## src/rtl/life_pkg.sv

```systemverilog
// Shared definitions for the generation sequencer: FSM state encoding and
// the supported range of the next-state compute latency.
package life_pkg;

    typedef enum logic [1:0] {
        IDLE  = 2'd0,
        RUN   = 2'd1,
        DRAIN = 2'd2,
        SWAP  = 2'd3
    } gen_state_e;

    localparam int CALC_LAT_MAX = 7;
    localparam int DRAIN_CNT_W  = $clog2(CALC_LAT_MAX + 1);

endpackage

```

## src/rtl/valid_delay.sv

```systemverilog
// Fixed-depth shift register that delays a valid strobe by DEPTH cycles;
// cleared by reset so an aborted generation leaves no stray write strobes.
module valid_delay #(
    parameter int DEPTH = 2
) (
    input  logic clk,
    input  logic rst_n,
    input  logic valid_in,
    output logic valid_out
);

    logic [DEPTH-1:0] pipe_q;
    logic [DEPTH-1:0] pipe_d;

    always_comb begin
        pipe_d = (pipe_q << 1) | DEPTH'(valid_in);
    end

    always_ff @(posedge clk) begin
        if (!rst_n) begin
            pipe_q <= '0;
        end else begin
            pipe_q <= pipe_d;
        end
    end

    assign valid_out = pipe_q[DEPTH-1];

endmodule

```

## src/rtl/generation_sequencer.sv

```systemverilog
// Sequences one cellular-automaton generation per trigger: toroidal row fetch,
// delayed next-state row writes, then a ping-pong buffer swap.
//
// state | meaning
// IDLE  | waiting for vsync (running) or step (paused)
// RUN   | issuing Y_SIZE+2 row fetches, one per cycle
// DRAIN | letting the last 1+CALC_LAT writes land
// SWAP  | toggle buffers, pulse gen_done, bump gen_count
module generation_sequencer
    import life_pkg::*;
#(
    parameter int Y_SIZE   = 720,
    parameter int Y_WIDTH  = 10,
    parameter int CALC_LAT = 1
) (
    input  logic               clk,
    input  logic               rst_n,
    input  logic               vsync,
    input  logic               pause,
    input  logic               step,
    output logic [Y_WIDTH-1:0] fetch_addr,
    output logic               fetch_valid,
    output logic [Y_WIDTH-1:0] write_addr,
    output logic               write_en,
    output logic               mode,
    output logic               busy,
    output logic               gen_done,
    output logic [15:0]        gen_count,
    output logic               overrun
);

    localparam int                     CNT_W      = Y_WIDTH + 1;
    localparam logic [CNT_W-1:0]       LAST_FETCH = CNT_W'(Y_SIZE + 1);
    localparam logic [Y_WIDTH-1:0]     LAST_ROW   = Y_WIDTH'(Y_SIZE - 1);
    localparam logic [DRAIN_CNT_W-1:0] DRAIN_LOAD = DRAIN_CNT_W'(CALC_LAT);

    gen_state_e             state_q, state_d;
    logic [Y_WIDTH-1:0]     fetch_addr_q, fetch_addr_d;
    logic                   fetch_valid_q, fetch_valid_d;
    logic [Y_WIDTH-1:0]     write_addr_q, write_addr_d;
    logic                   mode_q, mode_d;
    logic                   busy_q, busy_d;
    logic                   gen_done_q, gen_done_d;
    logic [15:0]            gen_count_q, gen_count_d;
    logic                   overrun_q, overrun_d;
    logic [CNT_W-1:0]       fetch_cnt_q, fetch_cnt_d;
    logic [DRAIN_CNT_W-1:0] drain_cnt_q, drain_cnt_d;
    logic                   start;
    logic                   wr_valid_in;
    logic                   write_en_w;

    // pause selects the trigger source, so vsync+step together start only once
    assign start = pause ? step : vsync;

    always_comb begin
        state_d       = state_q;
        fetch_addr_d  = fetch_addr_q;
        fetch_valid_d = fetch_valid_q;
        write_addr_d  = write_addr_q;
        mode_d        = mode_q;
        busy_d        = busy_q;
        gen_done_d    = 1'b0;
        gen_count_d   = gen_count_q;
        overrun_d     = overrun_q;
        fetch_cnt_d   = fetch_cnt_q;
        drain_cnt_d   = drain_cnt_q;

        // the first two fetches only prime the line buffer
        wr_valid_in = fetch_valid_q && (fetch_cnt_q >= CNT_W'(2));

        if (write_en_w) begin
            write_addr_d = (write_addr_q == LAST_ROW) ? '0 : write_addr_q + Y_WIDTH'(1);
        end

        if (busy_q && vsync) begin
            overrun_d = 1'b1;
        end

        case (state_q)
            IDLE: begin
                if (start) begin
                    state_d       = RUN;
                    fetch_valid_d = 1'b1;
                    fetch_addr_d  = LAST_ROW;
                    fetch_cnt_d   = '0;
                    write_addr_d  = '0;
                    busy_d        = 1'b1;
                end
            end
            RUN: begin
                if (fetch_cnt_q == LAST_FETCH) begin
                    state_d       = DRAIN;
                    fetch_valid_d = 1'b0;
                    fetch_addr_d  = '0;
                    drain_cnt_d   = DRAIN_LOAD;
                end else begin
                    fetch_cnt_d  = fetch_cnt_q + CNT_W'(1);
                    fetch_addr_d = (fetch_addr_q == LAST_ROW) ? '0 : fetch_addr_q + Y_WIDTH'(1);
                end
            end
            DRAIN: begin
                if (drain_cnt_q == '0) begin
                    state_d     = SWAP;
                    gen_done_d  = 1'b1;
                    mode_d      = ~mode_q;
                    gen_count_d = gen_count_q + 16'd1;
                end else begin
                    drain_cnt_d = drain_cnt_q - DRAIN_CNT_W'(1);
                end
            end
            SWAP: begin
                state_d = IDLE;
                busy_d  = 1'b0;
            end
            default: begin
                state_d = IDLE;
                busy_d  = 1'b0;
            end
        endcase
    end

    always_ff @(posedge clk) begin
        if (!rst_n) begin
            state_q       <= IDLE;
            fetch_addr_q  <= '0;
            fetch_valid_q <= 1'b0;
            write_addr_q  <= '0;
            mode_q        <= 1'b0;
            busy_q        <= 1'b0;
            gen_done_q    <= 1'b0;
            gen_count_q   <= '0;
            overrun_q     <= 1'b0;
            fetch_cnt_q   <= '0;
            drain_cnt_q   <= '0;
        end else begin
            state_q       <= state_d;
            fetch_addr_q  <= fetch_addr_d;
            fetch_valid_q <= fetch_valid_d;
            write_addr_q  <= write_addr_d;
            mode_q        <= mode_d;
            busy_q        <= busy_d;
            gen_done_q    <= gen_done_d;
            gen_count_q   <= gen_count_d;
            overrun_q     <= overrun_d;
            fetch_cnt_q   <= fetch_cnt_d;
            drain_cnt_q   <= drain_cnt_d;
        end
    end

    valid_delay #(
        .DEPTH(1 + CALC_LAT)
    ) u_valid_delay (
        .clk       (clk),
        .rst_n     (rst_n),
        .valid_in  (wr_valid_in),
        .valid_out (write_en_w)
    );

    assign fetch_addr  = fetch_addr_q;
    assign fetch_valid = fetch_valid_q;
    assign write_addr  = write_addr_q;
    assign write_en    = write_en_w;
    assign mode        = mode_q;
    assign busy        = busy_q;
    assign gen_done    = gen_done_q;
    assign gen_count   = gen_count_q;
    assign overrun     = overrun_q;

endmodule

```

## config.mk

```make
export PLATFORM = sky130hd
export DESIGN_NAME = generation_sequencer
export DESIGN_NICKNAME = d
export VERILOG_FILES = /design/src/rtl/life_pkg.sv /design/src/rtl/valid_delay.sv /design/src/rtl/generation_sequencer.sv
export SDC_FILE = /design/constraint.sdc
export NUM_CORES = 1
export LEC_CHECK = 0
export CORE_UTILIZATION = 49
export DETAILED_ROUTE_END_ITERATION = 12
export PLACE_DENSITY = 0.76
export SYNTH_ARGS = -nofsm -noshare
export SYNTH_HDL_FRONTEND = slang
export SYNTH_HIERARCHICAL = 1
export SYNTH_SLANG_ARGS = --single-unit
```

## constraint.sdc

```tcl
create_clock -name clk -period 2.01 [get_ports clk]
set_clock_uncertainty 0.2 [all_clocks]
set_input_delay 0.3015 -clock clk [delete_from_list [all_inputs] [get_ports clk]]
set_output_delay 0.3015 -clock clk [all_outputs]
set_load 0.01 [all_outputs]
```

==> summary.json, run 1 <==
{
  "yosysSeqAreaShare": {"value": 0.383},
  "synth.cells.most_frequent": {"value": "59 x sky130_fd_sc_hd__dfxtp_1, 38 x sky130_fd_sc_hd__nor2_1, 26 x sky130_fd_sc_hd__nand2_1"},
  "crit_path_frequent_cell": {"value": "sky130_fd_sc_hd__or4_4"},
  "placement_row_count": {"value": 28},
  "stdcell_area": {"value": 4380, "unit": "µm²"},
  "dieArea": {"value": 6610, "unit": "µm²"},
  "cts_inserted_buffers": {"value": 9},
  "number_of_violations_of_the_max_capacitance_limit": {"value": 0},
  "fmax": {"value": 461, "unit": "MHz"},
  "critPathRequiredTime": {"value": 2.05, "unit": "ns"},
  "synth_cells": {"value": 359},
  "reg2reg_depth": {"value": 5},
  "gp_congestion": {"value": 0.832},
  "arrival": {"value": 2.21, "unit": "ns"},
  "placedCellCount": {"value": 512},
  "critPathSlowestCell": {"value": "sky130_fd_sc_hd__or4_4"},
  "netlist_top_cells_area": {"value": "sky130_fd_sc_hd__dfxtp_1 38%, sky130_fd_sc_hd__ha_1 4.9%, sky130_fd_sc_hd__nor2_1 4.6%, sky130_fd_sc_hd__xnor2_1 4.5%, sky130_fd_sc_hd__a21oi_1 3.6%"},
  "dr.first_iter.drc_count": {"value": 150},
  "die_w": {"value": 81.3, "unit": "µm"},
  "hold-path-cell-count": {"value": 1},
  "unrepaired_setup_endpoints_after_global_routing": {"value": "yes"},
  "area_growth_from_synthesis_to_layout": {"value": 42.3, "unit": "%"},
  "min_period_over_period": {"value": 1.08},
  "layout.nets": {"value": 473},
  "num_vias": {"value": 3146},
  "port-buffer-count": {"value": 46},
  "async_sr_flop_fraction": {"value": 0},
  "finalMaxSlewViolations": {"value": 0},
  "total_leakage_power": {"value": 1.55, "unit": "nW"},
  "synth.ff_latch_count": {"value": 59},
  "final_antenna_net_count": {"value": 0},
  "power.density": {"value": 1020, "unit": "nW/µm²"},
  "first_global_vias": {"value": 2914},
  "synthesis.area": {"value": 3080, "unit": "µm²"},
  "worstHoldPathType": {"value": "reg2reg"},
  "total_overflow_reported_by_the_global_router": {"value": 0},
  "ioPinCount": {"value": 47},
  "synth-edff-count": {"value": 0},
  "synthesis.nets": {"value": 376},
  "route.detailed.wl_per_inst": {"value": 16.2, "unit": "µm"},
  "finalHoldViolCount": {"value": 0},
  "yosysWarningCount": {"value": 6},
  "floorplan.die.height": {"value": 81.3, "unit": "µm"},
  "total_grt_usage": {"value": 0.262},
  "cts_max_level": {"value": 3},
  "post-synth-top-area-fraction": {"value": 0.383},
  "place_hpwl": {"value": 5.50, "unit": "mm"},
  "cts_tree": {"value": "done"},
  "worst_case_vdd_ir_drop": {"value": 0.000921, "unit": "V"},
  "drt-total-wl": {"value": 8.67, "unit": "mm"},
  "cts-root-buf": {"value": "sky130_fd_sc_hd__clkbuf_8"},
  "max_stage_delay": {"value": 0.60, "unit": "ns"},
  "setup_violations": {"value": 16},
  "grt_start_max_net_pins": {"value": 20},
  "synth-main-ff-cell": {"value": "sky130_fd_sc_hd__dfxtp_1"},
  "timing.setup.critical_path_class": {"value": "reg2reg"},
  "synth.largest_area_cell": {"value": "sky130_fd_sc_hd__dfxtp_1"},
  "firstDrtPassIters": {"value": 4},
  "worstMarginPinSlew": {"value": 0.624, "unit": "ns"},
  "syn_area_per_cell": {"value": 8.58, "unit": "µm²"},
  "period_minus_slack": {"value": 2.17, "unit": "ns"},
  "outcome": {"value": "complete, but fails checks"},
  "cp-end-kind": {"value": "flop"},
  "detail_route.drc_violations": {"value": 0},
  "synth_most_common_cell": {"value": "sky130_fd_sc_hd__dfxtp_1"},
  "global_route_wire_length_before_repair": {"value": 13.4, "unit": "mm"},
  "layout.cells.non_filler": {"value": 535},
  "clk_path_buf_depth": {"value": 2},
  "start_util": {"value": 0.514},
  "clk_latency": {"value": 0.35, "unit": "ns"},
  "cts_num_sinks": {"value": 59},
  "totalPowerFinal": {"value": 4.49, "unit": "mW"},
  "post_route_cells_drive_above_1_share": {"value": 0.237},
  "kind_of_launch_point_of_the_worst_setup_path": {"value": "flop"},
  "cp_cell_sequence": {"value": "or4_4, or4_4, buf_12, a32oi_2, a21oi_1"},
  "grt_antenna_before_repair": {"value": 0},
  "design.core.area": {"value": 5990, "unit": "µm²"},
  "violations": {"value": "setup timing"},
  "distinct_cells_synth": {"value": 63},
  "utilization": {"value": 0.732},
  "dpl_cell_area": {"value": 3920, "unit": "µm²"},
  "relSlewSlack": {"value": 0.582},
  "antenna_cell_count": {"value": 0},
  "post-route-worst-setup-slack": {"value": -0.158, "unit": "ns"},
  "setup_tns_final": {"value": -1.47, "unit": "ns"},
  "critical_path.max_fanout": {"value": 8},
  "routed_via_density": {"value": 5.88},
  "cts.clk_slew.worst_paths": {"value": 0.07, "unit": "ns"}
}
==> per-layer routing <==
layer / GRT usage / vias up / wire length [µm]
li1: - / 1507 / -
met1: 0.325 / 1520 / 3740
met2: 0.432 / 97 / 4370
met3: 0.0596 / 22 / 395
met4: 0.113 / 0 / 161
met5: 0 / - / 0
==> final timing paths <==
| kind | startpoint | end | slack (ns) |
|---|---|---|---|
| max | fetch_cnt_q[3]$_SDFFE_PN0P_ | fetch_addr[8]$_SDFFE_PN0P_ | -0.16 |
| min | u_valid_delay/pipe_q[0]$_SDFF_PN0_ | u_valid_delay/pipe_q[1]$_SDFF_PN0_ | 0.24 |
| min reg2reg | u_valid_delay/pipe_q[0]$_SDFF_PN0_ | u_valid_delay/pipe_q[1]$_SDFF_PN0_ | 0.24 |
| max reg2reg | fetch_cnt_q[3]$_SDFFE_PN0P_ | fetch_addr[8]$_SDFFE_PN0P_ | -0.16 |
==> placed cells by master (no fill, tap or decap), types with 4 or more instances in the layout <==
cell                              Yosys  layout
sky130_fd_sc_hd__xnor2_1             16      16
sky130_fd_sc_hd__clkdlybuf4s50_1      0      46
sky130_fd_sc_hd__a31oi_1              5       4
sky130_fd_sc_hd__inv_1               18      15
sky130_fd_sc_hd__ha_1                12       8
sky130_fd_sc_hd__nand2_1             26      24
sky130_fd_sc_hd__buf_6                2       4
sky130_fd_sc_hd__nand4_1             17      17
sky130_fd_sc_hd__nor3_1               5       5
sky130_fd_sc_hd__nand2b_1             4       4
sky130_fd_sc_hd__o21ai_0              8       8
sky130_fd_sc_hd__dfxtp_1             59      56
sky130_fd_sc_hd__a211oi_1             4       4
sky130_fd_sc_hd__a21oi_1             22      20
sky130_fd_sc_hd__clkbuf_8             0      10
sky130_fd_sc_hd__nor4_1               4       4
sky130_fd_sc_hd__nand3_1             19      17
sky130_fd_sc_hd__xor2_1              10      10
sky130_fd_sc_hd__nor2_1              38      36
sky130_fd_sc_hd__o211ai_1             4       4
sky130_fd_sc_hd__buf_4                0      51
==> stage by stage <==
stage,setup WS (ns),hold slack (ns)
6_report,-0.158,0.244
3_3_place_gp,-0.192,0.224
3_5_place_dp,-0.296,0.236
4_1_cts,-0.166,0.252
5_1_grt,-0.203,0.274
2_1_floorplan,-0.157,0.212
==> logic make-up after synthesis <==
| family | after synthesis | share of synthesized area |
|---|---|---|
| flip-flops | 59 | 0.383 |
| AO/OA/AOI/OAI | 79 | 0.186 |
| AND/OR/NAND/NOR | 142 | 0.241 |
| adder cells (fa/ha/maj) | 12 | 0.0487 |
| buffers and inverters | 36 | 0.0491 |
| multiplexers | 5 | 0.0171 |
| XOR/XNOR | 26 | 0.0739 |
==> flip-flops by register name (all words and copies together) (netlist names) <==
signal,flops
busy,1
write_addr,10
state_q,2
fetch_cnt_q,11
gen_count,16
fetch_valid,1
mode,1
fetch_addr,10
gen_done,1
drain_cnt_q,3
overrun,1
u_valid_delay/pipe_q,2
==> worst max-delay path, delay by kind of cell, from the launching register on <==
| family | cells | cell delay, ns |
|---|---|---|
| simple gates | 2 | 1.14 |
| flops | 1 | 0.31 |
| compound gates | 2 | 0.23 |
| buf+inv | 1 | 0.18 |
==> cell type report <==
class	instances	area, µm²
Clock inverter	5	77.6
Tap cell	75	93.8
Clock buffer	10	138
Timing Repair Buffer	102	908
Inverter	20	75.1
Multi-Input combinational cell	264	1910
Sequential cell	59	1180
Fill cell	429	1610
==> report_power, final <==
part | switching [mW] | total (mW) | leakage [nW] | internal (mW)
Clock | 0.488 | 1.21 | 0.108 | 0.720
Combinational | 0.960 | 1.80 | 0.957 | 0.844
Sequential | 0.155 | 1.48 | 0.480 | 1.32
==> repair_timing <==
action,CTS,global route
hold buffers,0,0
setup endpoints to repair,27,28
pin swaps,5,9
buffers inserted,4,4
gates resized for setup,10,33
Power figures use the tool's default switching activity.
==> run 2, diff against run 1 <==
- ABC_AREA: not set -> 1
==> run 2 against run 1 <==
Compared with the run above:
- synthesized area increased by 2.3%
- sequential share of layout area rose by 3.2 points
- sequential cell count stayed put
- die area grew 2.3%
- routed wire length down 20%
- highest routed layer unchanged
- combinational power shrank 36%
- first-iteration DRC count decreased by 26%
- clock power is 21% lower
- design area shrank 11%
- non-clock buffer count shrank 47
- the flow now finishes without violations
- critical path depth down 4
- global-route usage decreased by 4.0 points
==> summary.json, run 2 <==
{
  "start_util": {"value": 0.520, "change": "+0.00582"},
  "clk_latency": {"value": 0.33, "unit": "ns", "change": "-0.02 ns"},
  "utilization": {"value": 0.645, "change": "-0.0869"},
  "critPathSlowestCell": {"value": "sky130_fd_sc_hd__clkdlybuf4s50_1"},
  "routedLengthMet1": {"value": 3.23, "unit": "mm", "change": "-14%"},
  "grt_start_max_net_pins": {"value": 24, "change": "+20%"},
  "worstHoldPathType": {"value": "reg2reg"},
  "outcome": {"value": "completed"},
  "synth-main-ff-cell": {"value": "sky130_fd_sc_hd__dfxtp_1"},
  "power.density": {"value": 913, "unit": "nW/µm²", "change": "-11%"},
  "detail_route.drc_violations": {"value": 0, "change": "unchanged"},
  "cp-end-kind": {"value": "output port"},
  "register_area": {"value": 1180, "unit": "µm²", "change": "-0.32%"},
  "worst_case_vdd_ir_drop": {"value": 0.000667, "unit": "V", "change": "-28%"},
  "distinct_cells_synth": {"value": 34, "change": "-46%"},
  "critPathTopFamily": {"value": "buffers and inverters"},
  "cts.clk_slew.worst_paths": {"value": 0.07, "unit": "ns", "change": "about the same"},
  "synthMuxAreaShare": {"value": 0, "change": "-0.0171"},
  "placedCellCount": {"value": 575, "change": "+12%"},
  "yosysWarningCount": {"value": 6, "change": "unchanged"},
  "synth_simple_gate_area_frac": {"value": 0.355, "change": "+0.113"},
  "async_sr_flop_fraction": {"value": 0, "change": "unchanged"},
  "adder_and_majority_gate_portion_of_the_synthesized_area": {"value": 0.0476, "change": "-0.00110"},
  "total_overflow_reported_by_the_global_router": {"value": 0, "change": "unchanged"},
  "synthesis.nets": {"value": 470, "change": "+25%"},
  "highest-signal-layer": {"value": "met4"},
  "critPathRequiredTime": {"value": 1.51, "unit": "ns", "change": "-0.54 ns"},
  "clk_path_buf_depth": {"value": 2, "change": "unchanged"},
  "r2r_start": {"value": "fetch_cnt_q[0]$_SDFFE_PN0P_"},
  "cts-root-buf": {"value": "sky130_fd_sc_hd__clkbuf_8"},
  "largest_register_ff_count": {"value": 16, "change": "unchanged"},
  "setup_violations": {"value": 0, "change": "-16"},
  "unrepaired_setup_endpoints_after_global_routing": {"value": "no"},
  "dieArea": {"value": 6760, "unit": "µm²", "change": "+2.3%"},
  "synth.cells.most_frequent": {"value": "99 x sky130_fd_sc_hd__nand2_1, 68 x sky130_fd_sc_hd__nor2_1, 59 x sky130_fd_sc_hd__dfxtp_1"},
  "layout_common_cells": {"value": "99 x sky130_fd_sc_hd__nand2_1, 68 x sky130_fd_sc_hd__nor2_1, 59 x sky130_fd_sc_hd__dfxtp_1"},
  "critical_path.max_fanout": {"value": 8, "change": "unchanged"},
  "cp_num_buf_inv": {"value": 1, "change": "unchanged"},
  "timing.setup.critical_path_class": {"value": "reg2out"},
  "cts_tree": {"value": "done"},
  "synth_most_common_cell": {"value": "sky130_fd_sc_hd__nand2_1"},
  "post_route_cells_drive_above_1_share": {"value": 0.0832, "change": "-0.154"},
  "layout.cells.most_common": {"value": "sky130_fd_sc_hd__nand2_1"},
  "fmax": {"value": 529, "unit": "MHz", "change": "+15%"},
  "cp_cell_sequence": {"value": "clkdlybuf4s50_1"},
  "synth.largest_area_cell": {"value": "sky130_fd_sc_hd__dfxtp_1"},
  "worst-r2r-setup-slack": {"value": 0.19, "unit": "ns", "change": "+0.35 ns"},
  "worstMarginPinSlew": {"value": 0.437, "unit": "ns", "change": "-0.187 ns"},
  "num_vias": {"value": 3035, "change": "-3.5%"},
  "hold-path-cell-count": {"value": 2, "change": "+1"},
  "place_hpwl": {"value": 5.11, "unit": "mm", "change": "-7.1%"},
  "gp_congestion": {"value": 0.899, "change": "+8.2%"},
  "layout.nets": {"value": 529, "change": "+12%"},
  "port-buffer-count": {"value": 46, "change": "unchanged"},
  "design.core.area": {"value": 6060, "unit": "µm²", "change": "+1.2%"},
  "netlist_top_cells_area": {"value": "sky130_fd_sc_hd__dfxtp_1 37%, sky130_fd_sc_hd__nand2_1 12%, sky130_fd_sc_hd__nor2_1 8.1%, sky130_fd_sc_hd__inv_1 6.7%, sky130_fd_sc_hd__nand3_1 4.9%"},
  "relSlewSlack": {"value": 0.707, "change": "+0.125"},
  "number_of_violations_of_the_max_capacitance_limit": {"value": 0, "change": "unchanged"},
  "synth-xor-area-share": {"value": 0.0361, "change": "-0.0378"},
  "global_route_wire_length_before_repair": {"value": 11.4, "unit": "mm", "change": "-15%"},
  "timing.hold.worst_endpoint": {"value": "u_valid_delay/pipe_q[1]$_SDFF_PN0_"},
  "cts_max_level": {"value": 3, "change": "unchanged"},
  "first_global_vias": {"value": 2681, "change": "-8.0%"},
  "firstDrtPassIters": {"value": 5, "change": "+1"},
  "path_depth": {"value": 1, "change": "-4"},
  "route.detailed.wl_per_inst": {"value": 11.7, "unit": "µm", "change": "-28%"},
  "routed-wl-met2": {"value": 3.26, "unit": "mm", "change": "-25%"},
  "reg2reg_depth": {"value": 8, "change": "+3"},
  "final.fill_count": {"value": 564, "change": "+31%"},
  "floorplan.die.height": {"value": 82.2, "unit": "µm", "change": "+1.1%"},
  "kind_of_launch_point_of_the_worst_setup_path": {"value": "flop"},
  "antenna_cell_count": {"value": 0, "change": "unchanged"},
  "max_stage_delay": {"value": 0.59, "unit": "ns", "change": "about the same"},
  "finalMaxSlewViolations": {"value": 0, "change": "unchanged"},
  "synth.ff_latch_count": {"value": 59, "change": "unchanged"},
  "syn_area_per_cell": {"value": 6.96, "unit": "µm²", "change": "-19%"},
  "total_area_of_multi_input_combinational_cells": {"value": 1710, "unit": "µm²", "change": "-10%"},
  "layout.cells.non_filler": {"value": 592, "change": "+11%"},
  "min_from": {"value": "u_valid_delay/pipe_q[0]$_SDFF_PN0_"},
  "total_leakage_power": {"value": 1.50, "unit": "nW", "change": "-2.7%"},
  "final_antenna_net_count": {"value": 0, "change": "unchanged"},
  "period_minus_slack": {"value": 1.89, "unit": "ns", "change": "-0.279 ns"},
  "synth_compound_area_frac": {"value": 0.104, "change": "-0.0820"},
  "die_w": {"value": 82.2, "unit": "µm", "change": "+1.1%"},
  "arrival": {"value": 1.39, "unit": "ns", "change": "-0.82 ns"},
  "grt_antenna_before_repair": {"value": 0, "change": "unchanged"},
  "synth_top_family_by_area": {"value": "simple AND/OR/NAND/NOR gates"},
  "area_growth_from_synthesis_to_layout": {"value": 24.0, "unit": "%"},
  "placement_row_count": {"value": 28, "change": "unchanged"},
  "dr_wl_met3": {"value": 330, "unit": "µm", "change": "-16%"},
  "ioPinCount": {"value": 47, "change": "unchanged"},
  "finalHoldViolCount": {"value": 0, "change": "unchanged"},
  "routed_via_density": {"value": 5.13, "change": "-13%"},
  "regToRegEndpoint": {"value": "fetch_cnt_q[6]$_SDFFE_PN0P_"},
  "yosysSeqAreaShare": {"value": 0.375, "change": "-0.00868"},
  "synthesis.area": {"value": 3150, "unit": "µm²", "change": "+2.3%"},
  "synth-edff-count": {"value": 0, "change": "unchanged"},
  "drt-total-wl": {"value": 6.95, "unit": "mm", "change": "-20%"},
  "post-synth-top-area-fraction": {"value": 0.375, "change": "-0.00868"},
  "min_period_over_period": {"value": 0.940, "change": "-0.139"},
  "synth_cells": {"value": 453, "change": "+26%"},
  "cts_inserted_buffers": {"value": 9, "change": "unchanged"},
  "cts_num_sinks": {"value": 59, "change": "unchanged"},
  "dr.first_iter.drc_count": {"value": 111, "change": "-26%"},
  "total_grt_usage": {"value": 0.222, "change": "-0.0402"}
}
[run 2: per-layer routing]
metal,vias up,track usage
met2,81,0.380
met1,1360,0.257
met4,0,0.118
met5,-,0
li1,1583,-
met3,11,0.0484
[run 2: area by class of cell]
cell class,count,share of cell area
multi-input cells,329,0.438
flip-flops and latches,59,0.302
repair buffers,55,0.135
inverters,58,0.0563
clock buffers,14,0.0416
well taps,75,0.0240
clock inverters,2,0.00256
[run 2: power by group]
part           internal [mW]  switching, mW
sequential              1.32          0.151
combinational          0.500          0.647
clock                  0.512          0.440
[run 2: metrics by stage]
stage                     setup TNS, ns  hold slack [ns]  instance area [µm²]  power (mW)  worst slack (ns)
after global placement                0            0.197                 3730        2.61            0.0306
after floorplan                       0            0.190                 3150        2.22             0.297
final                                 0            0.212                 3910        3.57             0.121
after CTS                             0            0.218                 3900        3.60            0.0720
after detailed placement        -0.0712            0.199                 3730        2.64           -0.0458
after global routing                  0            0.257                 3910        3.81          0.000461
[run 2: logic make-up (layout without fill, tap and decap cells)]
logic type / Yosys count / after routing
fa+ha+maj: 12 / 12
xor+xnor: 13 / 13
flops: 59 / 59
buf+inv: 65 / 129
compound gates: 59 / 59
simple gates: 245 / 245
[run 2: worst max-delay path by stage]
stage | from | endpoint | slack [ns]
finish | gen_count[8]$_SDFFE_PN0P_ | gen_count[8] | 0.12
global route | fetch_cnt_q[0]$_SDFFE_PN0P_ | drain_cnt_q[1]$_SDFFE_PN0P_ | 0.0005
CTS | state_q[0]$_SDFFE_PN0P_ | gen_count[15]$_SDFFE_PN0P_ | 0.07
detailed placement | pause | write_addr[7]$_SDFF_PN0_ | -0.05
global placement | pause | write_addr[7]$_SDFF_PN0_ | 0.03
floorplan | state_q[0]$_SDFFE_PN0P_ | gen_count[14]$_SDFFE_PN0P_ | 0.30
[run 2: timing repair]
action	CTS	global route
resized for setup	0	1
hold buffers	0	0
buffers inserted	0	1
endpoints found under the setup margin	0	2
